$ cat src/rtl/clk_gen_pkg.sv
// Shared constants and types for the clock pattern generator: FSM states,
// configuration address map and output signal indices.
package clk_gen_pkg;

  localparam int N_SIG = 8;

  localparam int ADDR_PERIOD   = 0;
  localparam int ADDR_NFRAMES  = 1;
  localparam int ADDR_WIN_BASE = 2;

  localparam int PERIOD_RST = 10;

  localparam int SIG_CLK_P     = 0;
  localparam int SIG_CLK_SHORT = 1;
  localparam int SIG_CLK_D     = 2;
  localparam int SIG_CLK_DAC   = 3;
  localparam int SIG_CLK_DAC_P = 4;
  localparam int SIG_CLK_DAC_D = 5;
  localparam int SIG_RST       = 6;
  localparam int SIG_STIM      = 7;

  typedef enum logic [1:0] {
    IDLE = 2'd0,
    RUN  = 2'd1,
    STOP = 2'd2
  } state_t;

endpackage

$ cat src/rtl/clk_pattern_gen_if.sv
// Configuration/control bus and generated waveforms of clk_pattern_gen.
interface clk_pattern_gen_if #(
  parameter int CNT_W = 16
);
  logic             cfg_we;
  logic [4:0]       cfg_addr;
  logic [CNT_W-1:0] cfg_data;
  logic             start;
  logic             stop;

  logic             out_clk_p;
  logic             out_clk_short;
  logic             out_clk_d;
  logic             out_clk_dac;
  logic             out_clk_dac_p;
  logic             out_clk_dac_d;
  logic             out_RST;
  logic             out_STIM;
  logic             busy;
  logic             frame_tick;

  modport master (
    output cfg_we, cfg_addr, cfg_data, start, stop,
    input  out_clk_p, out_clk_short, out_clk_d, out_clk_dac,
           out_clk_dac_p, out_clk_dac_d, out_RST, out_STIM,
           busy, frame_tick
  );

  modport slave (
    input  cfg_we, cfg_addr, cfg_data, start, stop,
    output out_clk_p, out_clk_short, out_clk_d, out_clk_dac,
           out_clk_dac_p, out_clk_dac_d, out_RST, out_STIM,
           busy, frame_tick
  );
endinterface

$ cat src/rtl/clk_window_cmp.sv
// Registered window compare: output goes high one cycle after the frame
// counter lies in [rise, fall); an empty or inverted window never fires.
module clk_window_cmp #(
  parameter int CNT_W = 16
) (
  input  logic             clk_in_500MHz,
  input  logic             reset_n,
  input  logic [CNT_W-1:0] i_rise,
  input  logic [CNT_W-1:0] i_fall,
  input  logic [CNT_W-1:0] i_cnt,
  input  logic             i_en,
  output logic             o_out
);
  logic w_in_window;

  assign w_in_window = (i_cnt >= i_rise) && (i_cnt < i_fall);

  always_ff @(posedge clk_in_500MHz or negedge reset_n) begin
    if (!reset_n) begin
      o_out <= 1'b0;
    end else begin
      o_out <= i_en && w_in_window;
    end
  end
endmodule

$ cat src/rtl/clk_pattern_gen.sv
// Frame-based pattern generator: a wrapping frame counter drives eight
// window comparators; config is double-buffered and applied at frame edges.
module clk_pattern_gen #(
  parameter int CNT_W = 16,
  parameter int N_SIG = 8
) (
  input  logic             clk_in_500MHz,
  input  logic             reset_n,
  clk_pattern_gen_if.slave bus
);
  import clk_gen_pkg::*;

  state_t           r_state;
  state_t           w_state_next;
  logic [CNT_W-1:0] r_period_sh;
  logic [CNT_W-1:0] r_nframes_sh;
  logic [CNT_W-1:0] r_period;
  logic [CNT_W-1:0] r_nframes;
  logic [CNT_W-1:0] r_cnt;
  logic [CNT_W-1:0] r_frames_done;
  logic [CNT_W-1:0] w_period_eff;
  logic [CNT_W-1:0] w_last_cnt;
  logic             w_busy;
  logic             w_tick;
  logic             w_copy;
  logic             w_last_frame;
  logic             w_start_run;
  logic             w_wr_period;
  logic             w_wr_nframes;
  logic [N_SIG-1:0] w_out;

  assign w_period_eff = (r_period < CNT_W'(2)) ? CNT_W'(2) : r_period;
  assign w_last_cnt   = w_period_eff - CNT_W'(1);
  assign w_busy       = (r_state != IDLE);
  assign w_tick       = w_busy && (r_cnt == w_last_cnt);
  // Shadow->active transfer samples the pre-write shadow, so a same-cycle
  // write waits for the next transfer.
  assign w_copy       = !w_busy || w_tick;
  assign w_last_frame = (r_nframes != '0) && ((r_frames_done + CNT_W'(1)) == r_nframes);
  assign w_start_run  = (r_state == IDLE) && bus.start;
  assign w_wr_period  = bus.cfg_we && (bus.cfg_addr == 5'(ADDR_PERIOD));
  assign w_wr_nframes = bus.cfg_we && (bus.cfg_addr == 5'(ADDR_NFRAMES));

  always_comb begin
    w_state_next = r_state;
    case (r_state)
      IDLE: begin
        if (bus.start) w_state_next = RUN;
      end
      RUN: begin
        if (w_tick && (bus.stop || w_last_frame)) w_state_next = IDLE;
        else if (bus.stop)                        w_state_next = STOP;
      end
      STOP: begin
        if (w_tick) w_state_next = IDLE;
      end
      default: w_state_next = IDLE;
    endcase
  end

  always_ff @(posedge clk_in_500MHz or negedge reset_n) begin
    if (!reset_n) begin
      r_state <= IDLE;
    end else begin
      r_state <= w_state_next;
    end
  end

  always_ff @(posedge clk_in_500MHz or negedge reset_n) begin
    if (!reset_n) begin
      r_cnt         <= '0;
      r_frames_done <= '0;
    end else begin
      r_cnt <= w_copy ? '0 : r_cnt + CNT_W'(1);
      if (w_start_run) begin
        r_frames_done <= '0;
      end else if (w_tick) begin
        r_frames_done <= r_frames_done + CNT_W'(1);
      end
    end
  end

  always_ff @(posedge clk_in_500MHz or negedge reset_n) begin
    if (!reset_n) begin
      r_period_sh  <= CNT_W'(PERIOD_RST);
      r_nframes_sh <= '0;
      r_period     <= CNT_W'(PERIOD_RST);
      r_nframes    <= '0;
    end else begin
      if (w_copy) begin
        r_period  <= r_period_sh;
        r_nframes <= r_nframes_sh;
      end
      if (w_wr_period)  r_period_sh  <= bus.cfg_data;
      if (w_wr_nframes) r_nframes_sh <= bus.cfg_data;
    end
  end

  genvar gi;
  generate
    for (gi = 0; gi < N_SIG; gi++) begin : g_sig
      logic [CNT_W-1:0] r_rise_sh;
      logic [CNT_W-1:0] r_fall_sh;
      logic [CNT_W-1:0] r_rise;
      logic [CNT_W-1:0] r_fall;
      logic             w_wr_rise;
      logic             w_wr_fall;

      assign w_wr_rise = bus.cfg_we && (bus.cfg_addr == 5'(ADDR_WIN_BASE + 2*gi));
      assign w_wr_fall = bus.cfg_we && (bus.cfg_addr == 5'(ADDR_WIN_BASE + 2*gi + 1));

      always_ff @(posedge clk_in_500MHz or negedge reset_n) begin
        if (!reset_n) begin
          r_rise_sh <= '0;
          r_fall_sh <= '0;
          r_rise    <= '0;
          r_fall    <= '0;
        end else begin
          if (w_copy) begin
            r_rise <= r_rise_sh;
            r_fall <= r_fall_sh;
          end
          if (w_wr_rise) r_rise_sh <= bus.cfg_data;
          if (w_wr_fall) r_fall_sh <= bus.cfg_data;
        end
      end

      clk_window_cmp #(
        .CNT_W (CNT_W)
      ) u_cmp (
        .clk_in_500MHz (clk_in_500MHz),
        .reset_n       (reset_n),
        .i_rise        (r_rise),
        .i_fall        (r_fall),
        .i_cnt         (r_cnt),
        .i_en          (w_busy),
        .o_out         (w_out[gi])
      );
    end
  endgenerate

  assign bus.out_clk_p     = w_out[SIG_CLK_P];
  assign bus.out_clk_short = w_out[SIG_CLK_SHORT];
  assign bus.out_clk_d     = w_out[SIG_CLK_D];
  assign bus.out_clk_dac   = w_out[SIG_CLK_DAC];
  assign bus.out_clk_dac_p = w_out[SIG_CLK_DAC_P];
  assign bus.out_clk_dac_d = w_out[SIG_CLK_DAC_D];
  assign bus.out_RST       = w_out[SIG_RST];
  assign bus.out_STIM      = w_out[SIG_STIM];
  assign bus.busy          = w_busy;
  assign bus.frame_tick    = w_tick;
endmodule
$ cat src/flat_wrapper.sv
// flat-port wrapper written by rule: the top's interface ports become plain ports
module clk_pattern_gen_flat import clk_gen_pkg::*;
#(
  parameter int CNT_W = 16,
  parameter int N_SIG = 8
)
  (clk_in_500MHz, reset_n, bus_cfg_we, bus_cfg_addr, bus_cfg_data, bus_start, bus_stop, bus_out_clk_p, bus_out_clk_short, bus_out_clk_d, bus_out_clk_dac, bus_out_clk_dac_p, bus_out_clk_dac_d, bus_out_RST, bus_out_STIM, bus_busy, bus_frame_tick);
  clk_pattern_gen_if #(.CNT_W(CNT_W)) bus_i ();
  input  logic clk_in_500MHz;
  input  logic reset_n;
  input wire logic [$bits(bus_i.cfg_we)-1:0] bus_cfg_we;
  input wire logic [$bits(bus_i.cfg_addr)-1:0] bus_cfg_addr;
  input wire logic [$bits(bus_i.cfg_data)-1:0] bus_cfg_data;
  input wire logic [$bits(bus_i.start)-1:0] bus_start;
  input wire logic [$bits(bus_i.stop)-1:0] bus_stop;
  output wire logic [$bits(bus_i.out_clk_p)-1:0] bus_out_clk_p;
  output wire logic [$bits(bus_i.out_clk_short)-1:0] bus_out_clk_short;
  output wire logic [$bits(bus_i.out_clk_d)-1:0] bus_out_clk_d;
  output wire logic [$bits(bus_i.out_clk_dac)-1:0] bus_out_clk_dac;
  output wire logic [$bits(bus_i.out_clk_dac_p)-1:0] bus_out_clk_dac_p;
  output wire logic [$bits(bus_i.out_clk_dac_d)-1:0] bus_out_clk_dac_d;
  output wire logic [$bits(bus_i.out_RST)-1:0] bus_out_RST;
  output wire logic [$bits(bus_i.out_STIM)-1:0] bus_out_STIM;
  output wire logic [$bits(bus_i.busy)-1:0] bus_busy;
  output wire logic [$bits(bus_i.frame_tick)-1:0] bus_frame_tick;
  assign bus_i.cfg_we = bus_cfg_we;
  assign bus_i.cfg_addr = bus_cfg_addr;
  assign bus_i.cfg_data = bus_cfg_data;
  assign bus_i.start = bus_start;
  assign bus_i.stop = bus_stop;
  assign bus_out_clk_p = bus_i.out_clk_p;
  assign bus_out_clk_short = bus_i.out_clk_short;
  assign bus_out_clk_d = bus_i.out_clk_d;
  assign bus_out_clk_dac = bus_i.out_clk_dac;
  assign bus_out_clk_dac_p = bus_i.out_clk_dac_p;
  assign bus_out_clk_dac_d = bus_i.out_clk_dac_d;
  assign bus_out_RST = bus_i.out_RST;
  assign bus_out_STIM = bus_i.out_STIM;
  assign bus_busy = bus_i.busy;
  assign bus_frame_tick = bus_i.frame_tick;
  clk_pattern_gen #(.CNT_W(CNT_W), .N_SIG(N_SIG)) u_core (.clk_in_500MHz(clk_in_500MHz), .reset_n(reset_n), .bus(bus_i));
endmodule
$ cat config.mk
export PLATFORM = sky130hd
export DESIGN_NAME = clk_pattern_gen_flat
export DESIGN_NICKNAME = d
export VERILOG_FILES = /design/src/rtl/clk_gen_pkg.sv /design/src/rtl/clk_pattern_gen_if.sv /design/src/rtl/clk_window_cmp.sv /design/src/rtl/clk_pattern_gen.sv /design/src/flat_wrapper.sv
export SDC_FILE = /design/constraint.sdc
export NUM_CORES = 1
export LEC_CHECK = 0
export ABC_AREA = 1
export BUFFER_PORTS_ARGS = -buffer_cell sky130_fd_sc_hd__buf_4
export CAP_MARGIN = 20
export CELL_PAD_IN_SITES_DETAIL_PLACEMENT = 0
export CELL_PAD_IN_SITES_GLOBAL_PLACEMENT = 1
export CORE_UTILIZATION = 53
export CTS_BUF_LIST = sky130_fd_sc_hd__clkbuf_4 sky130_fd_sc_hd__clkbuf_8 sky130_fd_sc_hd__clkbuf_16
export CTS_CLUSTER_SIZE = 25
export DETAILED_ROUTE_END_ITERATION = 8
export HOLD_SLACK_MARGIN = 0.03
export PLACE_DENSITY_LB_ADDON = 0.1
export SETUP_SLACK_MARGIN = 0.2
export SYNTH_ARGS = -nofsm -noshare
export SYNTH_HDL_FRONTEND = slang
export SYNTH_SLANG_ARGS = --single-unit
$ cat constraint.sdc
create_clock -name clk_in_500MHz -period 5.8 [get_ports clk_in_500MHz]
set_input_delay 1.16 -clock clk_in_500MHz [delete_from_list [all_inputs] [get_ports clk_in_500MHz]]
set_output_delay 1.16 -clock clk_in_500MHz [all_outputs]
set_load 0.005 [all_outputs]
# [Yosys cells after proc, flatten, opt, wreduce, memory -nomap -nowiden]
# Cells that the tools add are included.
[totals] rom_bits=0 memories=0 ramBits=0 inputBits=26 word_cells=147 latchBits=0 reg_bits=618 output_inout_bits=10
[op_classes] n_addsub=3 n_shift=0 n_bitwise=0 reduce_logical=47 eq_ne=24 n_mul=0 mux=9 magnitude_cmp=17 n_div=0
[op_table] cell="$ge 16x16->1" n=8
[op_table] cell="$lt 16x16->1" n=8
[op_table] cell="$mux 16" n=4
[op_table] cell="$eq 5x4->1 const B" n=8
[op_table] cell="$logic_and 1x1->1" n=38
[op_table] cell="$add 16x1->16 const B" n=2
[op_table] cell="$eq 16x16->1" n=2
[op_table] cell="$eq 5x3->1 const B" n=4
[op_table] cell="$lt 16x2->1 const B" n=1
[op_table] cell="$reduce_bool 16->1" n=1
[op_table] cell="$sub 16x1->16 const B" n=1
[op_table] cell="$eq 5x2->1 const B" n=2
[op_table] cell="$eq 5x5->1 const B" n=2
[op_table] cell="$mux 2" n=4
[op_table] cell="$pmux 2 s3" n=1
[op_table] cell="$eq 5x1->1 const B" n=1
[op_table] cell="$logic_not 5->1" n=1
[op_table] cell="$reduce_bool 2->1" n=2
[op_table] cell="$ne 3x2->1 const B" n=1
[op_table] cell="$reduce_and 3->1" n=1
[op_table] cell="$eq 2x1->1 const B" n=1
[op_table] cell="$eq 2x2->1 const B" n=1
[op_table] cell="$logic_not 2->1" n=1
[op_table] cell="$logic_or 1x1->1" n=2
[op_table] cell="3 further kinds" n=3

# [Longest topological paths before layout]
[depth] depth_word=8 depth_mapped=22 ltp_nobuf=18

# [By module]
# A second synthesis with hierarchy kept.
[hier_totals] cells_unflattened=3809 hier_area_um2=31798.0
[modules_own_cells] module="clk_pattern_gen" area_per_inst_um2=25001.5 seq_area_each_um2=15269.6 cells_per_inst=2721 n_inst=1
[modules_own_cells] module="clk_window_cmp" area_per_inst_um2=849.6 seq_area_each_um2=25.0 cells_per_inst=136 n_inst=8

# [Least setup slack after synthesis]
# No wires, ideal clock.
[synth_timing] path_kind="register to output" startpoint="register u_core.r_period[10]" endpoint="output bus_frame_tick" arrival_time_ns=2.268 n_path_buf=1 stages_incl_launch_ff=17 slack_ns=2.372 required_time_ns=4.640 cell_sequence="dfrtp_1 nor2_1 nand2_1 nor2_2 nand2_2 buf_6 nand2_1 ha_1 nand2_1 nor3_1 xnor2_1 inv_1 nor3_1 nand3_1 nor3_1 nand3_1 nor2_1"
[synth_via] elab_chain_len=5
[synth_rtl] item="start: declaration" line_no="clk_pattern_gen.sv:17" text="logic [CNT_W-1:0] r_period;"
[synth_rtl] item="start signal: assignment" line_no="clk_pattern_gen.sv:87" text="r_period <= CNT_W'(PERIOD_RST);"
[synth_rtl] item="start signal: assignment" line_no="clk_pattern_gen.sv:91" text="r_period <= r_period_sh;"
[synth_rtl] item="$lt 16x2->1" line_no="clk_pattern_gen.sv:32" text="assign w_period_eff = (r_period < CNT_W'(2)) ? CNT_W'(2) : r_period;"
[synth_rtl] item="$mux 16 *" line_no="clk_pattern_gen.sv:32"
[synth_rtl] item="$sub 16x1->16 *" line_no="clk_pattern_gen.sv:33" text="assign w_last_cnt = w_period_eff - CNT_W'(1);"
[synth_rtl] item="$eq 16x16->1 *" line_no="clk_pattern_gen.sv:35" text="assign w_tick = w_busy && (r_cnt == w_last_cnt);"
[synth_rtl] item="$logic_and 1x1->1 *" line_no="clk_pattern_gen.sv:35"
[synth_rtl] item="end: declaration" line_no="flat_wrapper.sv:25" text="output wire logic [$bits(bus_i.frame_tick)-1:0] bus_frame_tick;"
# Mark *: on every way between the ends. The rest lies on a longest branch, timed or not.

# [Final worst setup path]
# Ends and elaborated chain as after synthesis.

==> impl_metrics.json <==
{
  "status": "finished, final reports clean",
  "gr-total-overflow": 0,
  "grt_first_pass_wirelength_um": 125000,
  "core.rowCount": 87,
  "synth-seq-cells": 618,
  "synth_most_common_cell": "nand2_1",
  "fin_util": 0.596,
  "start_kind": "register",
  "cts.clk_slew.worst_paths_ns": 0.06,
  "cts_tree": "done",
  "via_per_inst": 5.45,
  "dr.pass1.iters": 5,
  "hp-start": "u_core.r_period_sh[14]",
  "layout-drive-gt1-share": 0.0927,
  "p_leak_nw": 16.6,
  "reg2reg_from": "u_core.r_period[10]",
  "fin_worst_skew_ns": 0.0247,
  "max_stage_delay_ns": 0.43,
  "clk_path_buf_depth": 3,
  "grt_max_degree": 140,
  "gp_congestion": 0.864,
  "num_io_pins": 36,
  "drc": 0,
  "fp.dieArea_mm2": 0.0580,
  "min_delay_path_depth": 2,
  "cts-root-buf": "clkbuf_16",
  "reg2reg_depth": 17,
  "antenna_found_initial": 9,
  "worst_pin_slew_ns": 1.10,
  "synth_async_sr_flop_share": 1.00,
  "timing.reg2reg.setup_slack_ns": 2.06,
  "coreArea_mm2": 0.0564,
  "peakVddDrop_v": 0.000658,
  "finalNetCount": 3640,
  "placed_cell_area_mm2": 0.0311,
  "worst-path-buf-inv": 2,
  "hp-class": "register to register",
  "rsz0062_at_grt": "no",
  "grt_use_total": 0.286,
  "whs_ns": 0.465,
  "portBuffers": 35,
  "netlist.area_leader.share": 0.508,
  "hold_buffers": 0,
  "insertion_delay_ns": 0.62,
  "synthFlopType": "dfrtp_1",
  "yosysTopAreaCell": "dfrtp_1",
  "fmax_mhz": 220,
  "start_util": 0.536,
  "numCtsBuffers": 69,
  "htreeDepth": 3,
  "reg2reg_to": "u_core.g_sig[4].r_rise[12]",
  "syn_to_final_growth_pct": 11.2,
  "wl_um": 78900,
  "die_y_um": 241,
  "arrival_ns": 3.38,
  "relSlewSlack": 0.265,
  "ys_seq_area_frac": 0.512,
  "worst-setup-path-type": "register to primary output",
  "crit_slowest_cell": "dfrtp_1",
  "drv_cap": 0,
  "hold_viol_final": 0,
  "period_needed_ns": 4.54,
  "whs_endpoint": "u_core.r_period[14]",
  "ys_top_cells_by_count": "nand2_1 (839), dfrtp_1 (614), o21ai_0 (456)",
  "hpwl_um": 46100,
  "synth_edf_count": 0,
  "setup_viol": 0,
  "ant_nets": 0,
  "tns_ns": 0,
  "synth_cell_types": 49,
  "path_cells": "nor2_1 > nand2_1 > nor2_2 > nand2_2 > nand2_1 > ha_1 > nand2_1 > nor3_1 > xnor2_1 > inv_1 > nor3_1 > nand3_1 > nor3_1 > nand3_1 > nor2_1 > buf_4",
  "critical_path_required_ns": 4.64,
  "clock-sinks": 618,
  "syn-mean-instance-area_um2": 9.00,
  "routed-via-count": 22800,
  "powerDensity_mw_per_mm2": 492,
  "design_area_mm2": 0.0336,
  "synth_cells": 3357,
  "chipWidth_um": 241,
  "synth.area.top_cells": "dfrtp_1 (51%), nand2_1 (10%), ha_1 (10%)",
  "nFillCells": 4969,
  "fin_crit_sh": 0.784,
  "grt_pass1_vias": 22100,
  "fin_cells": 4175,
  "syn_area_mm2": 0.0302,
  "post_cts_buffers": 0,
  "critPathCaptureType": "primary output",
  "synth_warnings": 0,
  "critPathMaxFanout": 12,
  "cts-resized-gates": 0,
  "dr.first_iter.drc_count": 1965,
  "numPlacedInstances": 4046,
  "wl_per_cell_um": 18.9,
  "path_delay_family": "simple AND/OR/NAND/NOR gates",
  "synth_fp_nets": 3634,
  "final_max_slew_viol_count": 0
}
==> worst max path at each step <==
| stage | to | from | cells after the start |
|---|---|---|---|
| floorplan | bus_frame_tick | u_core.r_period[10] | 16 |
| global placement | bus_frame_tick | u_core.r_period[10] | 16 |
| detailed placement | bus_frame_tick | u_core.r_period[10] | 16 |
| CTS | bus_frame_tick | u_core.r_period[10] | 16 |
| global route | bus_frame_tick | u_core.r_period[8] | 16 |
| finish | bus_frame_tick | u_core.r_period[10] | 16 |
==> tightest hold or removal path, delay by kind of cell (launching register included) <==
| family | cells | cell delay [ns] |
|---|---|---|
| flip-flops | 1 | 0.35 |
| AND/OR/NAND/NOR | 2 | 0.11 |
==> final cells by class <==
type	count	area, µm²	area share
Sequential cell	618	15500	0.460
Antenna cell	1	2.50	0.0000745
Multi-Input combinational cell	2221	12600	0.375
Timing Repair Buffer	81	793	0.0236
Tap cell	756	946	0.0282
Clock buffer	105	2170	0.0645
Clock inverter	21	228	0.00678
Inverter	372	1400	0.0416
==> kinds of logic after synthesis <==
group,Yosys count,share of synthesized area
simple gates,1158,0.159
compound gates,782,0.144
flops,618,0.512
buf+inv,518,0.0719
fa+ha+maj,251,0.104
xor+xnor,30,0.00960
==> power by group <==
group / internal (W) / switching (W) / total, W / leakage [nW]
Sequential: 0.00566 / 0.000570 / 0.00622 / 8.08
Combinational: 0.00196 / 0.00376 / 0.00572 / 7.28
Clock: 0.00277 / 0.00181 / 0.00457 / 1.22
Total: 0.0104 / 0.00614 / 0.0165 / 16.6
==> cells in the final DEF (no fill, tap or decap), types with 16 or more instances in the layout <==
| cell type | instances |
|---|---|
| a21oi_1 | 127 |
| buf_4 | 67 |
| clkbuf_16 | 73 |
| clkbuf_4 | 16 |
| clkbuf_8 | 16 |
| dfrtp_1 | 614 |
| ha_1 | 251 |
| inv_1 | 370 |
| nand2_1 | 839 |
| nand2_2 | 32 |
| nand3_1 | 102 |
| nand4_1 | 32 |
| nor2_1 | 87 |
| nor3_1 | 36 |
| o211ai_1 | 16 |
| o21ai_0 | 456 |
| o21ai_1 | 58 |
| o21ai_2 | 58 |
| o31ai_1 | 19 |
| xor2_1 | 18 |
==> flip-flops by register name (all words and copies together) (netlist names) <==
name                      cells
u_core.r_period              16
u_core.r_frames_done         16
u_core.r_state                2
u_core.r_nframes             16
u_core.g_sig.r_rise         128
u_core.r_nframes_sh          16
u_core.g_sig.r_rise_sh      128
u_core.r_cnt                 16
u_core.g_sig.u_cmp.o_out      8
u_core.g_sig.r_fall         128
u_core.g_sig.r_fall_sh      128
u_core.r_period_sh           16
==> per-stage QoR <==
step	worst slack [ns]	power (W)
3_5_place_dp	1.85	0.0120
2_1_floorplan	2.37	0.0106
3_3_place_gp	1.85	0.0118
5_1_grt	0.833	0.0178
4_1_cts	1.19	0.0167
6_report	1.26	0.0165
==> per-layer routing <==
| metal | GRT usage | routed length, µm | vias up |
|---|---|---|---|
| li1 | - | - | 11100 |
| met1 | 0.402 | 36900 | 11100 |
| met2 | 0.453 | 35800 | 494 |
| met3 | 0.0495 | 4060 | 139 |
| met4 | 0.0855 | 2170 | 2 |
| met5 | 0 | 9 | - |
Note: power is estimated with default switching activity, not from simulation.
